<file path="config.mk">
export PLATFORM = sky130hd
export DESIGN_NAME = decode_stage_pipe
export DESIGN_NICKNAME = d
export VERILOG_FILES = /design/src/rtl/decode_stage_pipe.sv
export SDC_FILE = /design/constraint.sdc
export NUM_CORES = 2
export LEC_CHECK = 0
export ABC_AREA = 1
export BUFFER_PORTS_ARGS = -buffer_cell sky130_fd_sc_hd__clkbuf_2
export CORE_AREA = 3 3 376 304
export DETAILED_ROUTE_END_ITERATION = 10
export DIE_AREA = 0 0 379 307
export PLACE_DENSITY = 0.71
export SYNTH_ARGS = -nofsm -noshare
export SYNTH_HDL_FRONTEND = slang
export SYNTH_SLANG_ARGS = --single-unit
</file>
<file path="constraint.sdc">
create_clock -name clk -period 49.8 [get_ports clk]
set_clock_uncertainty 0.2 [all_clocks]
set_input_delay 4.98 -clock clk [delete_from_list [all_inputs] [get_ports clk]]
set_output_delay 4.98 -clock clk [all_outputs]
set_load 0.01 [all_outputs]
</file>
<file path="src/rtl/decode_stage_pipe.sv">
// ============================================================================
// Module   : decode_stage_pipe
// Purpose  : MIPS-style ID stage: register file, immediate extension,
//            load-use hazard detection and a handshaked ID/EX register.
// Revision : 1.0
// ============================================================================
`default_nettype none

module decode_stage_pipe #(
  parameter int XLEN   = 32,
  parameter int NREGS  = 32,
  parameter int BYPASS = 1
) (
  input  logic            clk,
  input  logic            reset,
  input  logic            if_valid,
  input  logic [31:0]     if_instr,
  output logic            id_ready,
  input  logic            wb_we,
  input  logic [4:0]      wb_addr,
  input  logic [XLEN-1:0] wb_data,
  input  logic            flush,
  input  logic            ex_ready,
  output logic            ex_valid,
  output logic [5:0]      ex_opcode,
  output logic [5:0]      ex_funct,
  output logic [4:0]      ex_rs,
  output logic [4:0]      ex_rt,
  output logic [4:0]      ex_rd,
  output logic [XLEN-1:0] ex_rs_val,
  output logic [XLEN-1:0] ex_rt_val,
  output logic [XLEN-1:0] ex_imm,
  output logic            ex_mem_read
);

  localparam logic [5:0] c_NREGS   = 6'(NREGS);
  localparam logic [5:0] c_OP_LW   = 6'h23;
  localparam logic [5:0] c_OP_ANDI = 6'h0C;
  localparam logic [5:0] c_OP_ORI  = 6'h0D;
  localparam logic [5:0] c_OP_XORI = 6'h0E;

  // r0 has no storage; entries 1..NREGS-1 only
  logic [XLEN-1:0] r_regs [1:NREGS-1];

  logic            r_ex_valid;
  logic [5:0]      r_ex_opcode;
  logic [5:0]      r_ex_funct;
  logic [4:0]      r_ex_rs;
  logic [4:0]      r_ex_rt;
  logic [4:0]      r_ex_rd;
  logic [XLEN-1:0] r_ex_rs_val;
  logic [XLEN-1:0] r_ex_rt_val;
  logic [XLEN-1:0] r_ex_imm;
  logic            r_ex_mem_read;

  logic [5:0]      w_opcode;
  logic [5:0]      w_funct;
  logic [4:0]      w_rs;
  logic [4:0]      w_rt;
  logic [4:0]      w_rd;
  logic [15:0]     w_imm16;
  logic [XLEN-1:0] w_imm;
  logic            w_zext;
  logic            w_mem_read;
  logic            w_rs_ok;
  logic            w_rt_ok;
  logic [XLEN-1:0] w_rs_rf;
  logic [XLEN-1:0] w_rt_rf;
  logic [XLEN-1:0] w_rs_val;
  logic [XLEN-1:0] w_rt_val;
  logic            w_hazard;
  logic            w_stall;

  assign w_opcode   = if_instr[31:26];
  assign w_rs       = if_instr[25:21];
  assign w_rt       = if_instr[20:16];
  assign w_funct    = if_instr[5:0];
  assign w_imm16    = if_instr[15:0];
  assign w_rd       = (w_opcode == 6'd0) ? if_instr[15:11] : if_instr[20:16];
  assign w_mem_read = (w_opcode == c_OP_LW);
  assign w_zext     = (w_opcode == c_OP_ANDI) || (w_opcode == c_OP_ORI) ||
                      (w_opcode == c_OP_XORI);

  generate
    if (XLEN > 16) begin : g_imm_wide
      assign w_imm = w_zext ? {{(XLEN-16){1'b0}}, w_imm16}
                            : {{(XLEN-16){w_imm16[15]}}, w_imm16};
    end else begin : g_imm_narrow
      assign w_imm = w_imm16;
    end
  endgenerate

  always_ff @(posedge clk or posedge reset) begin
    if (reset) begin
      for (int i = 1; i < NREGS; i++) begin
        r_regs[i] <= '0;
      end
    end else if (wb_we) begin
      for (int i = 1; i < NREGS; i++) begin
        if (wb_addr == 5'(i)) begin
          r_regs[i] <= wb_data;
        end
      end
    end
  end

  always_comb begin
    w_rs_rf = '0;
    w_rt_rf = '0;
    for (int i = 1; i < NREGS; i++) begin
      if (w_rs == 5'(i)) begin
        w_rs_rf = r_regs[i];
      end
      if (w_rt == 5'(i)) begin
        w_rt_rf = r_regs[i];
      end
    end
  end

  // Out-of-range and r0 addresses never pick up a forwarded WB value
  assign w_rs_ok = ({1'b0, w_rs} < c_NREGS) && (w_rs != 5'd0);
  assign w_rt_ok = ({1'b0, w_rt} < c_NREGS) && (w_rt != 5'd0);

  generate
    if (BYPASS != 0) begin : g_bypass
      assign w_rs_val = (w_rs_ok && wb_we && (wb_addr == w_rs)) ? wb_data : w_rs_rf;
      assign w_rt_val = (w_rt_ok && wb_we && (wb_addr == w_rt)) ? wb_data : w_rt_rf;
    end else begin : g_no_bypass
      assign w_rs_val = w_rs_ok ? w_rs_rf : '0;
      assign w_rt_val = w_rt_ok ? w_rt_rf : '0;
    end
  endgenerate

  assign w_hazard = r_ex_valid && r_ex_mem_read && (r_ex_rt != 5'd0) &&
                    ((r_ex_rt == w_rs) || (r_ex_rt == w_rt));
  assign w_stall  = r_ex_valid && !ex_ready;
  assign id_ready = !w_hazard && !w_stall;

  always_ff @(posedge clk or posedge reset) begin
    if (reset) begin
      r_ex_valid    <= 1'b0;
      r_ex_opcode   <= '0;
      r_ex_funct    <= '0;
      r_ex_rs       <= '0;
      r_ex_rt       <= '0;
      r_ex_rd       <= '0;
      r_ex_rs_val   <= '0;
      r_ex_rt_val   <= '0;
      r_ex_imm      <= '0;
      r_ex_mem_read <= 1'b0;
    end else if (flush) begin
      r_ex_valid <= 1'b0;
    end else if (w_stall) begin
      r_ex_valid <= r_ex_valid;
    end else if (w_hazard) begin
      r_ex_valid <= 1'b0;
    end else if (if_valid) begin
      r_ex_valid    <= 1'b1;
      r_ex_opcode   <= w_opcode;
      r_ex_funct    <= w_funct;
      r_ex_rs       <= w_rs;
      r_ex_rt       <= w_rt;
      r_ex_rd       <= w_rd;
      r_ex_rs_val   <= w_rs_val;
      r_ex_rt_val   <= w_rt_val;
      r_ex_imm      <= w_imm;
      r_ex_mem_read <= w_mem_read;
    end else begin
      r_ex_valid <= 1'b0;
    end
  end

  assign ex_valid    = r_ex_valid;
  assign ex_opcode   = r_ex_opcode;
  assign ex_funct    = r_ex_funct;
  assign ex_rs       = r_ex_rs;
  assign ex_rt       = r_ex_rt;
  assign ex_rd       = r_ex_rd;
  assign ex_rs_val   = r_ex_rs_val;
  assign ex_rt_val   = r_ex_rt_val;
  assign ex_imm      = r_ex_imm;
  assign ex_mem_read = r_ex_mem_read;

endmodule

`default_nettype wire

</file>
# After elaboration in Yosys (flattened, before gate mapping)
# Index checks and enable logic that the tools add are counted.
# Widths: inputs -> output; s select.
# word_totals
reg_bits	1117
in_bits	75
wordCells	267
# op_classes
eq_ne	102
n_mux	70
n_bitwise	3
n_reduce_logical	51
# ops
op	count
$mux 32	65
$eq 5x5->1 const B	48
$eq 5x4->1 const B	24
$reduce_and 2->1	31
$eq 5x3->1 const B	12
$eq 5x2->1 const B	6
$eq 5x5->1	4
$eq 6x4->1 const B	3
$eq 5x1->1 const B	3
$reduce_bool 5->1	3
$logic_and 1x1->1	9
$eq 6x6->1 const B	1
$logic_not 6->1	1
$mux 5	1
$mux 1	4
$reduce_and 4->1	1
$logic_not 1->1	3
$logic_or 1x1->1	3
$not 1->1	3
$ne 2x2->1 const B	1

# Logic depth before layout (Yosys ltp)
# depth
ltp_word	33
ltp_mapped	25

# Worst setup path before layout
# OpenSTA, ideal clock, no wires.
# synth_timing
kind	input port to output port
start	input if_instr[25]
end	output id_ready
arrival_ns	6.063
t_required_ns	44.620
setup_slack_ns	38.557
cell_stages	8
path_buffers	2
path_cell_list	inv_2 buf_4 buf_4 o22ai_1 a221oi_1 o2bb2ai_1 nand4_1 and2_1
# synth_via
elab_chain_cells	5
# synth_lines
item	line_no	rtl
from (decl)	17	input logic [31:0] if_instr,
$eq 5x5->1	135	((r_ex_rt == w_rs) || (r_ex_rt == w_rt));
$logic_or 1x1->1	135	
$logic_and 1x1->1	134	assign w_hazard = r_ex_valid && r_ex_mem_read && (r_ex_rt != 5'd0) &&
$logic_not 1->1	137	assign id_ready = !w_hazard && !w_stall;
$logic_and 1x1->1	137	
to (decl)	18	output logic id_ready,
# Every way passes these cells.

# Final worst setup path
# Same ends and word-level chain as after synthesis.

==> results.json <==
{
  "end_kind": "output port",
  "clk_pin_slew_ps": 60,
  "cts-htree-levels": 3,
  "wl_per_cell_um": 21.8,
  "r2r_start": "ex_rt[3]$_DFFE_PP0P_",
  "critPathLaunchType": "primary input",
  "start_util": 0.510,
  "crit_cells": 9,
  "cpPeakStageDelay_ps": 440,
  "cts_tree": "built",
  "synth-edff-count": 0,
  "synth_ff_type": "dfrtp_1",
  "synth_top_family_by_area": "simple AND/OR/NAND/NOR gates",
  "fin_ws_ps": 37780,
  "hp-class": "reg2reg",
  "fin_util": 0.560,
  "status": "finished, final reports clean",
  "stdcell_count": 9234,
  "reg2regPathDepth": 12,
  "ff2ff_setup_slack_ps": 46090,
  "ant_nets": 0,
  "die_area_um2": 116000,
  "first_global_vias": 50800,
  "synthesis.area_um2": 56400,
  "period_minus_slack_ps": 12020,
  "fillers": 10300,
  "cts_hold_buffers": 0,
  "powerDensity_nw_per_um2": 39.5,
  "cp_num_buf_inv": 4,
  "gr-total-overflow": 0,
  "layout_common_cells": "2801 x nand2_1, 1096 x dfrtp_1, 1092 x o21ai_0",
  "clockRootBuffer": "clkbuf_16",
  "synth-async-reset-ratio": 1.00,
  "antenna_cells": 0,
  "slew_headroom": 0.149,
  "synthXorXnorAreaFrac": 0.00109,
  "critical_path.cell_chain": "clkbuf_2 > inv_2 > buf_4 > o22ai_1 > a221oi_1 > o2bb2ai_1 > nand4_1 > and2_1 > clkbuf_2",
  "synthAdderAreaFrac": 0,
  "grt_antenna_before_repair": 2,
  "drive_gt1_frac": 0.0901,
  "cpMaxStageDelayCell": "buf_4",
  "pin_count": 201,
  "critPathTopFamily": "buffers and inverters",
  "port_buffers": 200,
  "globalplace.congestion": 0.962,
  "arrival_ps": 6840,
  "finalCritPeriodShare": 0.241,
  "post_cts_buffers": 0,
  "drt_iter0_markers": 7849,
  "grt_pass1_wl_um": 306000,
  "hold_slack_ps": 280,
  "grt_max_degree": 171,
  "path_common_cell": "clkbuf_2",
  "worstMarginPinSlew_ps": 1280,
  "synth_simple_gate_area_frac": 0.312,
  "slew_violations": 0,
  "drc": 0,
  "ys_seq_area_frac": 0.487,
  "dp_hpwl_um": 131000,
  "cp.required_ps": 44620,
  "syn_to_final_growth_pct": 9.82,
  "via_count": 54700,
  "max_freq_mhz": 83.2,
  "die_h_um": 307,
  "synth.area.mux_share": 0,
  "dp_cells": 9021,
  "finalSetupViolations": 0,
  "synth_area_per_cell_um2": 7.22,
  "vdd_drop_max_mv": 0.0294,
  "path_max_fanout": 32,
  "synth_seq_cells": 1096,
  "clock_sinks": 1096,
  "grt_use_total": 0.340,
  "ys_types": 42,
  "finalHoldViolations": 0,
  "cts_buffers": 113,
  "critPathKind": "in2out",
  "netlist_instances": 7806,
  "routed_wl_um": 201000,
  "r2r-end": "ex_rt_val[6]$_DFFE_PP0P_",
  "final_common_cell": "nand2_1",
  "power_leakage_uw": 0.0289,
  "rows": 109,
  "setup.worst_path.start": "if_instr[25]",
  "rsz0062_at_grt": "no",
  "via_per_inst": 5.92,
  "crit_path_end": "id_ready",
  "cts_resized": 0,
  "clockBufferDepth": 3,
  "nets": 7768,
  "maxCapViolations": 0,
  "die_w_um": 379,
  "post-place-ws_ps": 37810,
  "tns_ps": 0,
  "syn-num-nets": 7881,
  "clk_latency_ps": 740,
  "yosys_warnings": 0,
  "dr.pass1.iters": 9,
  "core_area_um2": 110000,
  "synth_compound_area_frac": 0.122
}
[cells in the mapped netlist, types with 27 or more instances]
library cell  instances  share of area
nand2_1            2828           0.19
nand4_1             432          0.048
o21ai_0            1092          0.097
dfrtp_1            1096           0.49
inv_2                27         0.0018
inv_1               531          0.035
buf_4                31         0.0041
nand3_1             170          0.015
a21oi_1             218          0.019
o21ai_1              28         0.0025
or2_2                76         0.0084
buf_2                71         0.0063
nor2_1              650          0.043
clkbuf_1            435          0.029
[power by group]
part           switching, uW  internal (uW)  total, uW
combinational            241            122        363
sequential               125           1060       1180
clock                    383            518        901
total                    748           1700       2440
[worst min-delay path by stage]
| stage | start | to | depth (start not counted) |
|---|---|---|---|
| 3_3_place_gp | ex_imm[8]$_DFFE_PP0P_ | ex_imm[8]$_DFFE_PP0P_ | 2 |
| 4_1_cts | ex_imm[12]$_DFFE_PP0P_ | ex_imm[12]$_DFFE_PP0P_ | 2 |
| 2_1_floorplan | r_regs[121]$_DFFE_PP0P_ | r_regs[121]$_DFFE_PP0P_ | 2 |
| 5_1_grt | ex_rt_val[21]$_DFFE_PP0P_ | ex_rt_val[21]$_DFFE_PP0P_ | 2 |
| 6_report | ex_rs_val[19]$_DFFE_PP0P_ | ex_rs_val[19]$_DFFE_PP0P_ | 2 |
| 3_5_place_dp | ex_imm[12]$_DFFE_PP0P_ | ex_imm[12]$_DFFE_PP0P_ | 2 |
[flip-flops by register name, summed over array words and instances, names as in the netlist]
name and count:
ex_rt 5, ex_valid 1, ex_rt_val 32, ex_opcode 6
ex_funct 5, ex_rs 5, ex_mem_read 1, r_regs 992
ex_imm 12, ex_rd 5, ex_rs_val 32
[kinds of logic (layout without fill, tap and decap cells)]
group | count (synthesis) | in the layout
flip-flops | 1096 | 1096
AO/OA/AOI/OAI | 1358 | 1358
buffers and inverters | 1113 | 1098
XOR/XNOR | 7 | 7
AND/OR/NAND/NOR | 4232 | 4232
[metal layers]
| metal | up-vias | GRT usage | part of all wire |
|---|---|---|---|
| met5 | - | 0 | 0.000070 |
| met4 | 2 | 0.108 | 0.031 |
| met3 | 465 | 0.0905 | 0.12 |
| met2 | 3166 | 0.497 | 0.42 |
| met1 | 26200 | 0.493 | 0.42 |
| li1 | 24800 | - | - |
[area by class of cell]
class                           count  area (um^2)  share of cell area
Clock buffer                      158         3320              0.0536
Timing Repair Buffer              321         1930              0.0313
Tap cell                         1443         1810              0.0292
Multi-Input combinational cell   5597        24700               0.399
Clock inverter                     55          598             0.00966
Sequential cell                  1096        27400               0.443
Inverter                          564         2130              0.0344
[worst register-to-register path: stages (launching register included)]
cell	delay, ps
dfrtp_1	420
inv_1	140
o22ai_1	90
a221o_1	270
o2bb2ai_1	140
nand4_1	100
and2_1	210
nand2_4	70
buf_4	690
buf_4	890
a21oi_1	150
nand2_1	180
nand2_1	60
[metrics by stage]
stage               power (uW)  area (um^2)
floorplan                 1410        56400
global placement          1530        58000
detailed placement        1550        58000
CTS                       2440        61900
global route              2550        61900
finish                    2440        61900
Power figures use the tool's default switching activity.
